$ cat config.mk
export PLATFORM = sky130hd
export DESIGN_NAME = key_scan_4x4_flat
export DESIGN_NICKNAME = d
export VERILOG_FILES = /design/src/rtl/key_scan_4x4_if.sv /design/src/rtl/key_scan_4x4.sv /design/src/flat_wrapper.sv
export SDC_FILE = /design/constraint.sdc
export NUM_CORES = 1
export LEC_CHECK = 0
export CAP_MARGIN = 15
export CORE_MARGIN = 2
export CORE_UTILIZATION = 25
export DETAILED_ROUTE_END_ITERATION = 12
export GPL_TIMING_DRIVEN = 0
export PLACE_DENSITY = 0.43
export SLEW_MARGIN = 20
export SYNTH_ARGS = -nofsm -noshare
export SYNTH_HDL_FRONTEND = slang
export SYNTH_SLANG_ARGS = --single-unit
$ cat constraint.sdc
create_clock -name clk_1k -period 8.44 [get_ports clk_1k]
set_input_delay 2.532 -clock clk_1k [delete_from_list [all_inputs] [get_ports clk_1k]]
set_output_delay 2.532 -clock clk_1k [all_outputs]
set_load 0.01 [all_outputs]
$ cat src/rtl/key_scan_4x4_if.sv
// key_scan_4x4_if: matrix lines and decoded key outputs of the 4x4 key scanner
interface key_scan_4x4_if;
    logic [3:0] col;
    logic [3:0] row;
    logic [3:0] key_code;
    logic       key_valid;
    logic       key_down;
    logic       multi_err;
    modport master(input col, output row, key_code, key_valid, key_down, multi_err);
    modport slave(output col, input row, key_code, key_valid, key_down, multi_err);
endinterface

$ cat src/rtl/key_scan_4x4.sv
// key_scan_4x4: scans an active-low 4x4 key matrix and debounces over whole frames
module key_scan_4x4 #(
    parameter int ROW_DWELL = 4,
    parameter int DEBOUNCE  = 4
) (
    input logic            clk_1k,
    input logic            rst_n,
    key_scan_4x4_if.master bus
);
    localparam int DW = $clog2(ROW_DWELL);
    localparam int CW = $clog2(DEBOUNCE + 1);

    typedef enum logic [1:0] {IDLE, PRESS_CHK, HELD, RELEASE_CHK} state_t;

    state_t          state, state_n;
    logic [3:0]      c1, c2;
    logic [1:0]      r;
    logic [DW-1:0]   d;
    logic [1:0]      acc_n, tot, col_first;
    logic [3:0]      acc_code, first, cand, cand_n, code_n;
    logic [2:0]      hits, sum;
    logic [CW-1:0]   cnt, cnt_n;
    logic            sample, frame_end, none, one, multi, valid_n, down_n, err_n;

    // Frame result folds the current row sample into the running accumulators
    always_comb begin
        sample    = d == DW'(ROW_DWELL - 1);
        frame_end = sample && r == 2'd3;
        hits      = 3'(!c2[0]) + 3'(!c2[1]) + 3'(!c2[2]) + 3'(!c2[3]);
        col_first = !c2[0] ? 2'd0 : !c2[1] ? 2'd1 : !c2[2] ? 2'd2 : 2'd3;
        sum       = {1'b0, acc_n} + hits;
        tot       = sum >= 3'd2 ? 2'd2 : sum[1:0];
        first     = acc_n == 2'd0 ? {r, col_first} : acc_code;
        none      = tot == 2'd0;
        one       = tot == 2'd1;
        multi     = tot == 2'd2;
    end

    always_ff @(posedge clk_1k) begin
        if (!rst_n) begin
            c1       <= 4'b1111;
            c2       <= 4'b1111;
            r        <= 2'd0;
            d        <= '0;
            bus.row  <= 4'b1110;
            acc_n    <= 2'd0;
            acc_code <= 4'd0;
        end else begin
            c1 <= bus.col;
            c2 <= c1;
            d  <= sample ? '0 : d + 1'b1;
            if (sample) begin
                r        <= r + 2'd1;
                bus.row  <= ~(4'b0001 << 2'(r + 2'd1));
                acc_n    <= frame_end ? 2'd0 : tot;
                acc_code <= frame_end ? 4'd0 : first;
            end
        end
    end

    always_comb begin
        state_n = state;
        cnt_n   = cnt;
        cand_n  = cand;
        code_n  = bus.key_code;
        down_n  = bus.key_down;
        valid_n = 1'b0;
        err_n   = 1'b0;
        if (frame_end) begin
            case (state)
                IDLE: begin
                    if (one) begin
                        cand_n  = first;
                        cnt_n   = CW'(1);
                        state_n = PRESS_CHK;
                    end else begin
                        err_n = multi;
                    end
                end
                PRESS_CHK: begin
                    if (one && first == cand) begin
                        cnt_n = cnt + 1'b1;
                        if (cnt_n == CW'(DEBOUNCE)) begin
                            state_n = HELD;
                            code_n  = cand;
                            down_n  = 1'b1;
                            valid_n = 1'b1;
                        end
                    end else if (one) begin
                        cand_n = first;
                        cnt_n  = CW'(1);
                    end else begin
                        state_n = IDLE;
                        cnt_n   = '0;
                        err_n   = multi;
                    end
                end
                HELD: begin
                    if (none) begin
                        state_n = RELEASE_CHK;
                        cnt_n   = CW'(1);
                    end else begin
                        err_n = multi;
                    end
                end
                RELEASE_CHK: begin
                    if (none) begin
                        cnt_n = cnt + 1'b1;
                        if (cnt_n == CW'(DEBOUNCE)) begin
                            state_n = IDLE;
                            down_n  = 1'b0;
                        end
                    end else begin
                        state_n = HELD;
                        cnt_n   = '0;
                    end
                end
                default: state_n = IDLE;
            endcase
        end
    end

    always_ff @(posedge clk_1k) begin
        if (!rst_n) begin
            state         <= IDLE;
            cnt           <= '0;
            cand          <= 4'd0;
            bus.key_code  <= 4'd0;
            bus.key_down  <= 1'b0;
            bus.key_valid <= 1'b0;
            bus.multi_err <= 1'b0;
        end else begin
            state         <= state_n;
            cnt           <= cnt_n;
            cand          <= cand_n;
            bus.key_code  <= code_n;
            bus.key_down  <= down_n;
            bus.key_valid <= valid_n;
            bus.multi_err <= err_n;
        end
    end
endmodule

$ cat src/flat_wrapper.sv
// flat-port wrapper written by rule: the top's interface ports become plain ports
module key_scan_4x4_flat 
#(
    parameter int ROW_DWELL = 4,
    parameter int DEBOUNCE  = 4
)
  (clk_1k, rst_n, bus_col, bus_row, bus_key_code, bus_key_valid, bus_key_down, bus_multi_err);
  key_scan_4x4_if bus_i ();
  input logic clk_1k;
  input logic rst_n;
  input wire logic [$bits(bus_i.col)-1:0] bus_col;
  output wire logic [$bits(bus_i.row)-1:0] bus_row;
  output wire logic [$bits(bus_i.key_code)-1:0] bus_key_code;
  output wire logic [$bits(bus_i.key_valid)-1:0] bus_key_valid;
  output wire logic [$bits(bus_i.key_down)-1:0] bus_key_down;
  output wire logic [$bits(bus_i.multi_err)-1:0] bus_multi_err;
  assign bus_i.col = bus_col;
  assign bus_row = bus_i.row;
  assign bus_key_code = bus_i.key_code;
  assign bus_key_valid = bus_i.key_valid;
  assign bus_key_down = bus_i.key_down;
  assign bus_multi_err = bus_i.multi_err;
  key_scan_4x4 #(.ROW_DWELL(ROW_DWELL), .DEBOUNCE(DEBOUNCE)) u_core (.clk_1k(clk_1k), .rst_n(rst_n), .bus(bus_i));
endmodule
== After elaboration in Yosys (flattened, before gate mapping) ==
Index checks and enable logic that the tools add are counted.
W data, S select, Z words.

* Flip-flop bits (word level): 38
* Latch bits: 0
* Bits in writable memories: 0
* ROM bits: 0
* Bits of input ports: 6
* Output and inout bits: 11
* Logic and storage cells: 97
* Memories: 0

* Add/sub/neg operators: 7
* Multiply operators: 0
* Div/mod/pow operators: 0
* Magnitude comparators: 1
* Equal/unequal tests: 19
* Shift operators: 1
* Multiplexer cells: 34
* Bitwise gates (word level): 2
* Reduce and logical (&&, ||, !) cells: 19

{| class="wikitable"
|+ Operator list
! cell !! count
|-
| $mux W2 || 11
|-
| $mux W4 || 4
|-
| $mux W3 || 4
|-
| $ne A2 B1 Y1 const B || 6
|-
| $pmux W3 S4 || 1
|-
| $reduce_and A6 Y1 || 2
|-
| $eq A2 B2 Y1 const B || 5
|-
| $mux W1 || 10
|-
| $ne A3 B3 Y1 const B || 3
|-
| $pmux W2 S4 || 1
|-
| $pmux W4 S2 || 1
|-
| $reduce_and A4 Y1 || 2
|-
| $add A3 B1 Y3 || 2
|-
| $logic_not A2 Y1 || 3
|-
| $reduce_and A3 Y1 || 2
|-
| $add A2 B1 Y2 const B || 2
|-
| $eq A2 B1 Y1 const B || 2
|-
| $eq A4 B4 Y1 || 1
|-
| $logic_not A1 Y1 || 4
|-
| $not A4 Y4 || 1
|-
| $reduce_bool A2 Y1 || 2
|-
| $shl A1 B2 Y4 const A || 1
|-
| $add A2 B3 Y3 || 1
|-
| $add A3 B1 Y3 const B || 1
|-
| 10 further kinds || 11
|}

== Logic depth before layout (Yosys ltp) ==
* Word-level depth: 11
* Gate-level depth with buffers: 12
* Gate-level depth less buffers: 11

== Least setup slack after synthesis ==
No wires, ideal clock.

* Path type: input port to flip-flop
* Start: input port rst_n
* End: register u_core.acc_code[0]
* Library setup time: 0.128 ns
* Data arrival time: 3.198 ns
* Data required time: 8.312 ns
* Path slack: 5.114 ns
* Cell stages on the path: 4
* Buffers on the path: 2
* Cell sequence: inv_1 > clkbuf_1 > clkbuf_1 > nor2_1

{| class="wikitable"
|+ RTL lines
! item !! line !! RTL
|-
| start, declared || flat_wrapper.sv:10 || <nowiki>input logic rst_n;</nowiki>
|-
| end signal, assigned || key_scan_4x4.sv:56 || <nowiki>acc_code <= frame_end ? 4'd0 : first;</nowiki>
|-
| end, declared || key_scan_4x4.sv:20 || <nowiki>logic [3:0] acc_code, first, cand, cand_n, code_n;</nowiki>
|}

No word-level cell between the ends.

== Final worst setup path ==
* Start: input port rst_n
* End: register u_core.bus.key_valid

* Word-level cells in the longest chain between the ends: 1

{| class="wikitable"
|+ RTL lines
! item !! line !! RTL
|-
| $reduce_and A4 Y1 (no source line) || - ||
|-
| end signal, assigned || key_scan_4x4.sv:138 || <nowiki>bus.key_valid <= valid_n;</nowiki>
|-
| end, declared || key_scan_4x4_if.sv:9 || <nowiki>modport master(input col, output row, key_code, key_valid, key_down, multi_err);</nowiki>
|}

No other way between the ends.
A chain may end at the register's enable or synchronous reset.

==> out/qor.json <==
{
  "place.port_buffers": 16,
  "status": "finished clean",
  "power_frac_seq_pct": 50.8,
  "worst_ep_arrival_time_ps": 4050,
  "post-route-min-period_ps": 3889,
  "dp_hpwl_um": 3519,
  "unrepaired_setup_endpoints_after_global_routing": "no",
  "areaGrowthSynthToFinish_pct": 19.45,
  "cpMaxStageDelayCell": "sky130_fd_sc_hd__clkbuf_1",
  "grt_pass1_wl_um": 7976,
  "tritoncts_num_sinks": 38,
  "avgSynthCellArea_um2": 8.901,
  "clk_pin_slew_worst_paths_ps": 70,
  "total_power_mw": 0.3697,
  "drt_pre_antenna_iters": 4,
  "critical_path.startpoint_type": "primary input",
  "layoutNonFillerInstCount": 345,
  "postCtsSetupBuffers": 0,
  "worstPathMaxFanout": 10,
  "cts_buffers": 5,
  "ioPinCount": 17,
  "die_width_um": 92.31,
  "finalSetupViolations": 0,
  "clk_root_buffer_cell": "sky130_fd_sc_hd__clkbuf_8",
  "part_of_the_power_in_the_clock_network_pct": 35.6,
  "cts-htree-levels": 2,
  "fin_skew_ps": 4.177,
  "rows": 32,
  "clock_insertion_delay_worst_skew_ps": 290,
  "yosysSeqAreaShare_pct": 39.02,
  "drt_drc_violations_left": 0,
  "route.detailed.wl_per_inst_um": 13.66,
  "grt_max_degree": 12,
  "placed_cells_incl_taps": 337,
  "tritoncts_clock_tree": "built",
  "ys_seq_elements": 38,
  "multi_input_area_mm2": 0.001060,
  "design.die.area_mm2": 0.008520,
  "routabilityCongestion": 0.8416,
  "power.net_switching_mw": 0.09920,
  "final.setup.tns_ps": 0,
  "grt_remaining_overflow": 0,
  "final_layout_size_suffix_gt1_share_pct": 7.407,
  "worstMarginPinSlew_ps": 696.6,
  "fillerInstances": 823,
  "p_leak_nw": 0.8889,
  "postCtsHoldBufs": 0,
  "dieHeight_um": 92.31,
  "initial_core_util_pct": 25.49,
  "yosys_warnings": 0,
  "headroom_to_the_max_slew_limit_pct": 52.36,
  "power.combinational.fraction_pct": 13.6,
  "core_area_mm2": 0.007647,
  "synth_area_mm2": 0.001949,
  "synth_cells": 219,
  "grt_antenna_before_repair": 0,
  "crit_path_end_kind": "register",
  "dr.first_iter.drc_count": 65,
  "grtUsageTotal_pct": 12.05,
  "viasPerCell": 4.739,
  "netlist-cell-type-count": 51,
  "cts_resized": 0,
  "peakVddDrop_uv": 63.49,
  "max_slew_violations": 0,
  "switching_share_pct": 26.83,
  "powerDensity_mw_per_mm2": 158.8,
  "max_cap_violations": 0,
  "final.period_utilization_pct": 46.08,
  "route.antenna.remaining_nets": 0,
  "synth_flop_cell": "sky130_fd_sc_hd__dfxtp_1",
  "routed_wirelength_um": 4712,
  "worst_ep_required_ps": 8600,
  "cp_slowest_stage_delay_ps": 460,
  "clockBufferDepth": 2,
  "power.internal_mw": 0.2705,
  "critical_path_class": "in2reg",
  "finalNetCount": 261,
  "synth_edf_count": 0,
  "crit_top_cell": "sky130_fd_sc_hd__clkbuf_1",
  "antennaDiodeCount": 0,
  "cp_cell_sequence": "clkdlybuf4s50_1 -> inv_1 -> clkbuf_1 -> clkbuf_1 -> nor2_1",
  "vias": 1635,
  "seqCellArea_um2": 760.7,
  "holdCritPathClass": "reg2reg",
  "fmax_mhz": 257.1,
  "vias_in_the_first_global_route": 1623,
  "synth-async-reset-ratio_pct": 0,
  "hold_viol": 0,
  "synth_fp_nets": 238
}
-- cells by family (layout without fill, tap and decap cells) --
logic type | Yosys count | count (layout) | share of synthesized area, %
flip-flops | 38 | 38 | 39.02
XOR/XNOR | 5 | 5 | 2.246
multiplexers | 3 | 3 | 1.605
buffers and inverters | 31 | 55 | 6.611
AND/OR/NAND/NOR | 73 | 73 | 20.09
AO/OA/AOI/OAI | 56 | 56 | 21.31
adder cells (fa/ha/maj) | 13 | 13 | 9.114
-- flip-flops by register name (all words and copies together), names as in the netlist, 3 cells and up --
name / count
u_core.bus.key_code: 4
u_core.c1: 4
u_core.acc_code: 4
u_core.c2: 4
u_core.cand: 4
u_core.cnt: 3
u_core.bus.row: 4
-- worst max-delay path, delay by kind of cell --
| family | cells | cell delay [ps] |
|---|---|---|
| buffers and inverters | 4 | 1390 |
| AND/OR/NAND/NOR | 1 | 120 |
-- power by group through the flow --
stage / clock network (mW) / logic (mW) / registers, mW
CTS: 0.138 / 0.0509 / 0.188
detailed placement: 0 / 0.0505 / 0.192
global placement: 0 / 0.0504 / 0.192
floorplan: 0 / 0.0358 / 0.191
finish: 0.132 / 0.0504 / 0.188
global route: 0.145 / 0.0569 / 0.188
-- Yosys cell counts (all sizes together), types with 2 or more instances --
library cell,number,area (um2)
dfxtp,38,760.7
inv,21,78.83
nand2,18,67.56
ha,11,137.6
nor2,11,41.29
nand2b,10,70.06
o21ai,10,50.05
a21oi,8,40.04
nand3,7,35.03
clkbuf,6,22.52
nand4,6,37.54
o31ai,6,45.04
and2,5,31.28
a211oi,4,35.03
buf,4,27.52
nor2b,4,25.02
xor2,4,35.03
a22oi,3,22.52
a311oi,3,26.28
a31oi,3,33.78
and3,3,18.77
nor3,3,15.01
a2111oi,2,17.52
a21o,2,15.01
a32oi,2,17.52
a41o,2,20.02
fa,2,40.04
mux2i,2,20.02
o22ai,2,12.51
o32ai,2,17.52
or3b,2,20.02
-- worst paths after layout --
path	slack, ps	start	end	depth (start not counted)
hold reg to reg	410	u_core.c1[2]	u_core.c2[2]	1
setup / recovery	4550	rst_n	u_core.bus.key_valid	5
setup reg to reg	5080	u_core.c2[0]	u_core.bus.key_down	12
hold / removal	410	u_core.c1[2]	u_core.c2[2]	1
-- cells in the final DEF (no fill, tap or decap), types with 6 or more instances in the layout --
master	n
sky130_fd_sc_hd__dfxtp_1	38
sky130_fd_sc_hd__inv_1	21
sky130_fd_sc_hd__nand2_1	18
sky130_fd_sc_hd__clkdlybuf4s50_1	16
sky130_fd_sc_hd__nor2_1	11
sky130_fd_sc_hd__ha_1	11
sky130_fd_sc_hd__o21ai_0	10
sky130_fd_sc_hd__nand2b_1	9
sky130_fd_sc_hd__a21oi_1	8
sky130_fd_sc_hd__clkbuf_1	7
sky130_fd_sc_hd__nand3_1	7
sky130_fd_sc_hd__o31ai_1	6
sky130_fd_sc_hd__nand4_1	6
sky130_fd_sc_hd__clkbuf_8	6
-- layer usage --
metal	wire length [um]	global-route usage, %	vias up
met3	147	2.685	5
li1	-	-	830
met4	61	4.104	0
met5	0	0	-
met2	2146	19.89	21
met1	2357	15.53	779
-- stage by stage --
step | hold WS [ps] | util [%] | instance area, um2 | setup slack [ps]
finish | 410.3 | 30.45 | 2328 | 4551
global route | 433.9 | 30.45 | 2328 | 4388
CTS | 416.2 | 30.45 | 2328 | 4521
detailed placement | 397.5 | 29.25 | 2237 | 4212
global placement | 394.3 | 29.25 | 2237 | 4172
floorplan | 386.3 | - | 1949 | 5114
-- final cells by class --
| class | count | share of cell area [%] |
|---|---|---|
| repair buffers | 16 | 6.878 |
| clock inverters | 1 | 0.2149 |
| multi-input cells | 150 | 45.51 |
| flip-flops and latches | 38 | 32.67 |
| plain buffers | 10 | 2.149 |
| clock buffers | 7 | 3.708 |
| inverters | 21 | 3.385 |
| well taps | 102 | 5.481 |
(Power assumes the default switching activity.)
